$ cat src/rtl/alu_ctrl_mdu_if.sv
// alu_ctrl_mdu_if: processor-side bundle for the ALU control decoder and multiply/divide unit.
interface alu_ctrl_mdu_if #(
    parameter int DATA_W = 32,
    parameter int CTRL_W = 4
);
    logic [1:0] alu_op;
    logic [5:0] funct;
    logic instr_valid;
    logic [DATA_W-1:0] rs_val, rt_val;
    logic [CTRL_W-1:0] alu_control;
    logic md_busy, stall, md_done;
    logic [DATA_W-1:0] md_rdata, hi, lo;
    modport master (
        output alu_op, funct, instr_valid, rs_val, rt_val,
        input alu_control, md_busy, stall, md_done, md_rdata, hi, lo
    );
    modport slave (
        input alu_op, funct, instr_valid, rs_val, rt_val,
        output alu_control, md_busy, stall, md_done, md_rdata, hi, lo
    );
endinterface

$ cat src/rtl/alu_ctrl_mdu.sv
// alu_ctrl_mdu: ALU control decode plus iterative multiply/divide unit with HI/LO registers.
// Define MDU_EARLY_TERM_EN to let MUL finish once the remaining multiplier bits are all zero.
module alu_ctrl_mdu #(
    parameter int DATA_W = 32,
    parameter int CTRL_W = 4
) (
    input logic clk,
    input logic reset,
    alu_ctrl_mdu_if.slave bus
);
    localparam int CW = $clog2(DATA_W);
    typedef enum logic [1:0] {IDLE, MUL, DIV, FIX} state_t;
    state_t state, state_d;
    logic [2*DATA_W-1:0] acc, mcand, fix_res;
    logic [DATA_W-1:0] mplier, hi, lo, a_mag, b_mag, rem, quo;
    logic [DATA_W:0] div_diff;
    logic [CW-1:0] cnt;
    logic [CTRL_W-1:0] ctrl;
    logic op_mul, s_lo, s_hi, md_sel, is_mult, is_div, is_mf, is_mt;
    logic op_sgn, a_neg, b_neg, dz, cnt_last, mul_last, busy, done;
    assign md_sel = bus.instr_valid && bus.alu_op == 2'b10;
    assign is_mult = md_sel && bus.funct[5:1] == 5'b01100;
    assign is_div = md_sel && bus.funct[5:1] == 5'b01101;
    assign is_mf = md_sel && (bus.funct == 6'b010000 || bus.funct == 6'b010010);
    assign is_mt = md_sel && (bus.funct == 6'b010001 || bus.funct == 6'b010011);
    // funct[0] clear selects the signed variant of MULT/DIV
    assign op_sgn = !bus.funct[0];
    assign a_neg = op_sgn && bus.rs_val[DATA_W-1];
    assign b_neg = op_sgn && bus.rt_val[DATA_W-1];
    assign a_mag = a_neg ? -bus.rs_val : bus.rs_val;
    assign b_mag = b_neg ? -bus.rt_val : bus.rt_val;
    assign dz = bus.rt_val == '0;
    assign rem = acc[2*DATA_W-1:DATA_W];
    assign quo = acc[DATA_W-1:0];
    // restoring step: shift the next dividend bit into the remainder and try the subtract
    assign div_diff = {rem, quo[DATA_W-1]} - {1'b0, mcand[DATA_W-1:0]};
    assign fix_res = op_mul ? (s_lo ? -acc : acc) : {s_hi ? -rem : rem, s_lo ? -quo : quo};
    assign cnt_last = cnt == CW'(DATA_W - 1);
`ifdef MDU_EARLY_TERM_EN
    assign mul_last = cnt_last || mplier[DATA_W-1:1] == '0;
`else
    assign mul_last = cnt_last;
`endif
    always_comb begin
        state_d = state;
        busy = state != IDLE;
        done = state == FIX;
        case (state)
            IDLE: state_d = is_mult ? MUL : is_div ? (dz ? FIX : DIV) : IDLE;
            MUL: state_d = mul_last ? FIX : MUL;
            DIV: state_d = cnt_last ? FIX : DIV;
            FIX: state_d = IDLE;
        endcase
    end
    always_comb begin
        ctrl = 4'b1111;
        case (bus.alu_op)
            2'b00: ctrl = 4'b0010;
            2'b01: ctrl = 4'b0110;
            2'b11: ctrl = 4'b0001;
            default:
                case (bus.funct)
                    6'b100000, 6'b100001: ctrl = 4'b0010;
                    6'b100010, 6'b100011: ctrl = 4'b0110;
                    6'b100100: ctrl = 4'b0000;
                    6'b100101: ctrl = 4'b0001;
                    6'b100110: ctrl = 4'b0011;
                    6'b100111: ctrl = 4'b1100;
                    6'b101010: ctrl = 4'b0111;
                    6'b101011: ctrl = 4'b1000;
                    6'b000000: ctrl = 4'b1001;
                    6'b000010: ctrl = 4'b1010;
                    default: ctrl = 4'b1111;
                endcase
        endcase
    end
    always_ff @(posedge clk) begin
        if (reset) begin
            state <= IDLE;
            hi <= '0;
            lo <= '0;
            acc <= '0;
            mcand <= '0;
            mplier <= '0;
            cnt <= '0;
            op_mul <= 1'b0;
            s_lo <= 1'b0;
            s_hi <= 1'b0;
        end else begin
            state <= state_d;
            case (state)
                IDLE: begin
                    cnt <= '0;
                    if (is_mult) begin
                        op_mul <= 1'b1;
                        acc <= '0;
                        mcand <= {{DATA_W{1'b0}}, a_mag};
                        mplier <= b_mag;
                        s_lo <= a_neg ^ b_neg;
                    end else if (is_div) begin
                        op_mul <= 1'b0;
                        mcand <= {{DATA_W{1'b0}}, b_mag};
                        acc <= dz ? {bus.rs_val, {DATA_W{1'b1}}} : {{DATA_W{1'b0}}, a_mag};
                        s_lo <= !dz && (a_neg ^ b_neg);
                        s_hi <= !dz && a_neg;
                    end else if (is_mt) begin
                        if (bus.funct[1]) lo <= bus.rs_val;
                        else hi <= bus.rs_val;
                    end
                end
                MUL: begin
                    acc <= acc + (mplier[0] ? mcand : '0);
                    mcand <= mcand << 1;
                    mplier <= mplier >> 1;
                    cnt <= cnt + 1'b1;
                end
                DIV: begin
                    acc <= div_diff[DATA_W] ? {acc[2*DATA_W-2:0], 1'b0}
                                            : {div_diff[DATA_W-1:0], acc[DATA_W-2:0], 1'b1};
                    cnt <= cnt + 1'b1;
                end
                FIX: {hi, lo} <= fix_res;
            endcase
        end
    end
    assign bus.alu_control = ctrl;
    assign bus.md_busy = busy;
    assign bus.md_done = done;
    assign bus.stall = busy && (is_mult || is_div || is_mf || is_mt);
    assign bus.md_rdata = is_mf ? (bus.funct[1] ? lo : hi) : '0;
    assign bus.hi = hi;
    assign bus.lo = lo;
endmodule

$ cat src/flat_wrapper.sv
// flat-port wrapper written by rule: the top's interface ports become plain ports
module alu_ctrl_mdu_flat 
#(
    parameter int DATA_W = 32,
    parameter int CTRL_W = 4
)
  (clk, reset, bus_alu_op, bus_funct, bus_instr_valid, bus_rs_val, bus_rt_val, bus_alu_control, bus_md_busy, bus_stall, bus_md_done, bus_md_rdata, bus_hi, bus_lo);
  alu_ctrl_mdu_if #(.DATA_W(DATA_W), .CTRL_W(CTRL_W)) bus_i ();
  input logic clk;
  input logic reset;
  input wire logic [$bits(bus_i.alu_op)-1:0] bus_alu_op;
  input wire logic [$bits(bus_i.funct)-1:0] bus_funct;
  input wire logic [$bits(bus_i.instr_valid)-1:0] bus_instr_valid;
  input wire logic [$bits(bus_i.rs_val)-1:0] bus_rs_val;
  input wire logic [$bits(bus_i.rt_val)-1:0] bus_rt_val;
  output wire logic [$bits(bus_i.alu_control)-1:0] bus_alu_control;
  output wire logic [$bits(bus_i.md_busy)-1:0] bus_md_busy;
  output wire logic [$bits(bus_i.stall)-1:0] bus_stall;
  output wire logic [$bits(bus_i.md_done)-1:0] bus_md_done;
  output wire logic [$bits(bus_i.md_rdata)-1:0] bus_md_rdata;
  output wire logic [$bits(bus_i.hi)-1:0] bus_hi;
  output wire logic [$bits(bus_i.lo)-1:0] bus_lo;
  assign bus_i.alu_op = bus_alu_op;
  assign bus_i.funct = bus_funct;
  assign bus_i.instr_valid = bus_instr_valid;
  assign bus_i.rs_val = bus_rs_val;
  assign bus_i.rt_val = bus_rt_val;
  assign bus_alu_control = bus_i.alu_control;
  assign bus_md_busy = bus_i.md_busy;
  assign bus_stall = bus_i.stall;
  assign bus_md_done = bus_i.md_done;
  assign bus_md_rdata = bus_i.md_rdata;
  assign bus_hi = bus_i.hi;
  assign bus_lo = bus_i.lo;
  alu_ctrl_mdu #(.DATA_W(DATA_W), .CTRL_W(CTRL_W)) u_core (.clk(clk), .reset(reset), .bus(bus_i));
endmodule
$ cat config.mk
export PLATFORM = sky130hd
export DESIGN_NAME = alu_ctrl_mdu_flat
export DESIGN_NICKNAME = d
export VERILOG_FILES = /design/src/rtl/alu_ctrl_mdu_if.sv /design/src/rtl/alu_ctrl_mdu.sv /design/src/flat_wrapper.sv
export SDC_FILE = /design/constraint.sdc
export NUM_CORES = 1
export LEC_CHECK = 0
export BUFFER_PORTS_ARGS = -buffer_cell sky130_fd_sc_hd__buf_4
export CELL_PAD_IN_SITES_DETAIL_PLACEMENT = 1
export CELL_PAD_IN_SITES_GLOBAL_PLACEMENT = 1
export CORE_AREA = 2 2 210 212
export DETAILED_ROUTE_END_ITERATION = 12
export DIE_AREA = 0 0 212 214
export GPL_ROUTABILITY_DRIVEN = 0
export PLACE_DENSITY_LB_ADDON = 0.1
export SYNTH_ARGS = -nofsm -noshare
export SYNTH_HDL_FRONTEND = slang
export SYNTH_SLANG_ARGS = --single-unit
$ cat constraint.sdc
create_clock -name clk -period 6.2 [get_ports clk]
set_clock_uncertainty 0.05 [all_clocks]
set_input_delay 0.31 -clock clk [delete_from_list [all_inputs] [get_ports clk]]
set_output_delay 0.31 -clock clk [all_outputs]
set_load 0.1 [all_outputs]
Word level (Yosys, flattened, before mapping)
Cells that the tools add are included.

cells by class
  bitwise operators = 2
  eq/ne operators = 31
  reductions and logical operators = 37
  multiplexer cells = 42
  add/subtract/negate cells = 8

operator list
  cell                  count
  $mux W64              9
  $mux W32              15
  $pmux W32 S2          3
  $pmux W64 S3          1
  $neg A32 Y32          4
  $pmux W64 S2          1
  $add A64 B64 Y64      1
  $neg A64 Y64          1
  $eq A6 B6 Y1 const B  10
  $pmux W4 S10          1
  $sub A33 B32 Y33      1
  $logic_not A32 Y1     1
  $eq A6 B5 Y1 const B  4
  $pmux W4 S3           1
  $eq A5 B4 Y1 const B  2
  $logic_and A1 B1 Y1   10
  $pmux W5 S2           1
  $reduce_and A5 Y1     2
  $reduce_bool A2 Y1    5
  $eq A2 B2 Y1 const B  4
  $ne A2 B2 Y1 const B  4
  $pmux W2 S4           1
  $reduce_and A2 Y1     4
  $eq A6 B2 Y1 const B  1
  16 further kinds      33

word-level totals
  bits of input ports = 75
  word-level logic and storage cells = 130
  register bits after elaboration = 234
  output and inout bits = 103

Logic depth before layout (Yosys ltp)
  depth in word-level cells = 7
  depth in mapped cells = 16
  mapped depth without buffers = 14

Least setup slack after synthesis
No wires, ideal clock.

  path kind = input to output
  from = input port bus_funct[0]
  to = output port bus_alu_control[1]
  setup slack = 2.498 ns
  data arrival time = 3.342 ns
  buffers on the path = 2
  data required time = 5.840 ns
  stages = 7
  cell sequence = clkbuf_1 > clkbuf_1 > nor2_1 > a32oi_1 > o22a_1 > nor2_1 > o21ai_0

between the ends
  longest elaborated chain between the ends = 4
  elaborated cells between the ends (all ways) = 16
  those cells by class = 11 x eq/ne; 2 x mux; 3 x reduce/logical

RTL lines
  element           line                source
  start, declared   flat_wrapper.sv:12  input wire logic [$bits(bus_i.funct)-1:0] bus_funct;
  $eq A6 B6 Y1      alu_ctrl_mdu.sv:62  case (bus.funct)
  $reduce_or A2 Y1  alu_ctrl_mdu.sv:62
  $pmux W4 S10 (*)  alu_ctrl_mdu.sv:62
  $pmux W4 S3 (*)   alu_ctrl_mdu.sv:57  case (bus.alu_op)
  end, declared     flat_wrapper.sv:16  output wire logic [$bits(bus_i.alu_control)-1:0] bus_alu_control;

Mark *: on every way between the ends. The rest lies on a longest branch, timed or not.

Worst setup path in the final report
  from = register u_core.acc[31]
  to = register u_core.acc[54]

between the ends
  longest elaborated chain between the ends = 3
  elaborated cells between the ends (all ways) = 4
  those cells by class = 2 x add/sub; 2 x mux

RTL lines
  element                 line                 source
  start, declared         alu_ctrl_mdu.sv:14   logic [2*DATA_W-1:0] acc, mcand, fix_res;
  start signal, assigned  alu_ctrl_mdu.sv:103  acc <= dz ? {bus.rs_val, {DATA_W{1'b1}}} : {{DATA_W{1'b0}}, a_mag};
  start signal, assigned  alu_ctrl_mdu.sv:112  acc <= acc + (mplier[0] ? mcand : '0);
  start signal, assigned  alu_ctrl_mdu.sv:118  acc <= div_diff[DATA_W] ? {acc[2*DATA_W-2:0], 1'b0}
  $sub A33 B32 Y33        alu_ctrl_mdu.sv:36   assign div_diff = {rem, quo[DATA_W-1]} - {1'b0, mcand[DATA_W-1:0]};
  $mux W64                alu_ctrl_mdu.sv:118
  $pmux W64 S3 (*)        alu_ctrl_mdu.sv:91   case (state)

Marks and branches as above.
A chain may end at the register's enable or synchronous reset.

==> results list <==
- Xor/xnor share of the synthesized area: under 10%
- The synthesized netlist devotes around 23% of its cell area to simple gates.
- Area share of the leading cell type in the synthesized netlist: roughly 22%
* Total number of vias: 23700
- Die Wd: between 200 and 250 µm
* Most used standard cells in the synthesized netlist: sky130_fd_sc_hd__nor2_1, sky130_fd_sc_hd__a21oi_1, sky130_fd_sc_hd__nand2_1
- The worst pin sits at a relative slew slack of between 10% and 20%.
* CTS Hold Bufs: 0
* Multiplexer fraction of the synthesized cell area: under 10%
* Routed Wire Length: 92.1 mm
* Synth Cell Area: around 0.021 mm²
* Number of flops mapped to enable cells by yosys: 0
- Setup tns final: 0 ps
* DRT iter0 DRCs: approximately 2800
- Least-Margin Pin Slew: about 1200 ps
- The hold violation count in the final report is 0.
- Number of violations of the max-capacitance limit: 0
- The worst setup path is launched from a register.
- Total number of nets in the final design: around 3100
* CTS clock-pin slew for the worst setup and hold paths: about 60 ps
* Compound-Gate Fraction of Synth Area: 29.7%
- Core Area: around 0.043 mm²
* Clock latency at the later pin of the worst-skew pair: roughly 580 ps
* Average vias per placed instance: 6.71
* DRC violation count after routing: 0
* Unique masters post-synth: 92
- Combinational group share of total power: between 10% and 20%
- Sequential elements use 22.3% of the synthesized area.
- Kind of capture point of the worst setup path: register
- After synthesis, the largest family of logic cells by area is compound AO/OA/AOI/OAI gates.
* Minimum setup slack in the final design: between 800 and 900 ps
* Post-placement worst setup slack: around 1200 ps
* Largest fanout of any net on the critical path: 25
* Share of flip-flops with an asynchronous set or reset: 0%
- Post-detailed-route wirelength per cell: roughly 26 µm
* Status: finished clean
- The first TritonRoute pass finished after 8 iterations.
- Final ANT Viol Nets: 0
- Cell type contributing the most total cell area after synthesis: sky130_fd_sc_hd__dfxtp_1
* Remaining Overflow, GRT: 0
- From synthesis to final layout, the design area changed by 11.8%.
* Clock buffers created by TritonCTS: 29
* Setup-failing EPs final: 0
* Min cycle time layout: 5310 ps
- The internal portion of the total power is between 0.002 and 0.003 W.
- Synthesized net count: 3093
- Path class of the lowest-slack min-delay path: input pin to register
- Endpoint required time on the critical path: between 6000 and 7000 ps
- The clock passes through at most 3 buffers.
- Net switching is a little under a third of the power.
- Derived from the worst setup path, the maximum achievable clock frequency is approximately 190 MHz.
* Top cells by area, synth: sky130_fd_sc_hd__dfxtp_1, sky130_fd_sc_hd__a21oi_1, sky130_fd_sc_hd__nor2_1
- Number of antenna violations at the first check in global routing: 2
- Setup repair after global routing left no endpoint under its margin.
- In this run the most critical hold path is launched from bus_rs_val[5].
- Most numerous cell in the Yosys netlist: sky130_fd_sc_hd__nor2_1
- The critical path in this run is classified as register to register.
* Root buffer cell: sky130_fd_sc_hd__clkbuf_16
- Net Switching: 0.00121 W
* Portion of total power attributed to sequential cells: 38.3%
* Syn avg cell area: roughly 7.2 µm²
* Maximum number of pins on one net before global-route repair: between 100 and 150
- In this run the number of H-tree levels came out at 1.
* Starting Density: between 40% and 50%
* Arithmetic-cell share of the synthesized area counting full adders, half adders and majority gates: under 10%
* Max rail drop VDD: a little under 0.2 mV
* Post_cts resized: 0
- The die covers between 0.04 and 0.05 mm².
* Pins over their slew limit: 0
* Prevailing post-synth register cell: sky130_fd_sc_hd__dfxtp_1
- In this run the post-CTS setup repair buffer count came out at 0.
- Worst setup path start: u_core.acc[31]
* Detailed-placement wirelength estimate: 70.6 mm
- Yosys printed 0 warnings.
- Leakage power: between 9 and 10 nW
- The first global-routing pass estimated approximately 140 mm of wire.
- #FFs+latches synth: ~230
* Clock tree from TritonCTS: built
- Gate Count Post-Synth: between 2000 and 3000
- The clock network burns 44.1% of the power.
- The via count of the first global-routing pass is ~23000.
* Row count: between 70 and 80
* Count of port buffers added during placement: roughly 180
* Fraction of layout cells with a size suffix above 1: 10.6%
- Final period utilization: between 80% and 90%
- STA puts the critical path data arrival time at between 5000 and 6000 ps.
- TritonCTS Sinks: between 200 and 250
- DIE HEIGHT: ~210 µm
* Pwr dens: between 150 and 200 mW/mm²
- The worst register-to-register path begins at u_core.acc[31].
- GR Util All Layers: between 30% and 40%
- In this run the count of I/O pins placed on the die edge is 178.
[worst paths after layout]
| kind | cells after the start | slack [ps] | endpoint |
|---|---|---|---|
| max | 14 | 890 | u_core.acc[54] |
| min reg2reg | 2 | 410 | u_core.mplier[7] |
| min | 3 | 70 | u_core.acc[37] |
| max reg2reg | 14 | 890 | u_core.acc[54] |
[area by class of cell]
type	instances	area, µm²
fillers	5485	19400
multi-input cells	2377	15200
flip-flops and latches	234	4680
repair buffers	208	1570
clock buffers	39	813
well taps	585	732
inverters	79	297
clock inverters	13	149
diodes	1	2.50
[metal layers]
metal	GRT usage (%)	vias up	wire length [µm]
li1	-	10600	-
met1	53.2	11600	37500
met2	58.5	1250	38600
met3	7.59	280	10400
met4	21.2	2	5550
met5	0	-	10
[sequential cells by signal (all words and copies together), names as in the netlist]
name	flops
u_core.acc	64
u_core.bus.hi	32
u_core.bus.lo	32
u_core.cnt	5
u_core.mcand	64
u_core.mplier	32
u_core.op_mul	1
u_core.s_hi	1
u_core.s_lo	1
u_core.state	2
[power by group through the flow]
stage                     clock, W  sequential, W  combinational [W]
after detailed placement         0        0.00156           0.000673
after CTS                  0.00177        0.00153           0.000678
final                      0.00177        0.00153           0.000704
after floorplan                  0        0.00156           0.000432
after global placement           0        0.00156           0.000658
after global routing       0.00183        0.00153           0.000739
[metrics by stage]
step / area, µm² / cells / hold slack (ps) / utilization [%] / total power [W]
after CTS: 23500 / 3535 / 54.4 / 54.7 / 0.00398
after global placement: 22500 / 3483 / 389 / 52.5 / 0.00222
after detailed placement: 22500 / 3483 / 397 / 52.5 / 0.00224
after global routing: 23500 / 3535 / 77.5 / 54.7 / 0.00410
after floorplan: 21000 / 2910 / 381 / - / 0.00200
final: 23500 / 3536 / 67.3 / 54.7 / 0.00400
[cells by family after synthesis]
kind of cell,count (synthesis)
muxes,100
xor gates and xnor gates,192
adders and majority gates,108
AOI/OAI and AO/OA,948
buffers and inverters,299
DFF,234
and+or+nand+nor,1029
[worst max-delay path: stages (launching register included)]
cell and delay (ps):
sky130_fd_sc_hd__dfxtp_1 680, sky130_fd_sc_hd__inv_1 190, sky130_fd_sc_hd__ha_1 260, sky130_fd_sc_hd__fa_1 410, sky130_fd_sc_hd__nand2b_1 190, sky130_fd_sc_hd__a21o_1 200
sky130_fd_sc_hd__a21oi_1 310, sky130_fd_sc_hd__o311a_1 290, sky130_fd_sc_hd__nor2_1 100, sky130_fd_sc_hd__o21ai_2 240, sky130_fd_sc_hd__xor2_2 510, sky130_fd_sc_hd__buf_4 520
sky130_fd_sc_hd__mux2_2 400, sky130_fd_sc_hd__a221oi_1 590, sky130_fd_sc_hd__a211oi_1 180
[cell usage in the layout (no fill, tap or decap), types with 21 or more instances in the layout]
master and instances:
sky130_fd_sc_hd__nor2_1 384, sky130_fd_sc_hd__a21oi_1 291, sky130_fd_sc_hd__nand2_1 245, sky130_fd_sc_hd__dfxtp_1 234, sky130_fd_sc_hd__buf_4 207, sky130_fd_sc_hd__o21ai_0 156
sky130_fd_sc_hd__xor2_1 108, sky130_fd_sc_hd__a211oi_1 106, sky130_fd_sc_hd__ha_1 104, sky130_fd_sc_hd__mux2i_1 88, sky130_fd_sc_hd__nor3_1 84, sky130_fd_sc_hd__xnor2_1 83
sky130_fd_sc_hd__inv_1 77, sky130_fd_sc_hd__and2_1 70, sky130_fd_sc_hd__a21o_1 62, sky130_fd_sc_hd__o211ai_1 46, sky130_fd_sc_hd__a22oi_1 40, sky130_fd_sc_hd__nand3_1 36
sky130_fd_sc_hd__a221oi_1 34, sky130_fd_sc_hd__nand4_1 30, sky130_fd_sc_hd__clkbuf_16 29, sky130_fd_sc_hd__o31ai_1 26, sky130_fd_sc_hd__nand2b_1 26, sky130_fd_sc_hd__a31oi_1 25
sky130_fd_sc_hd__or3_1 24, sky130_fd_sc_hd__nor4_1 21
Note: power is estimated with default switching activity, not from simulation.
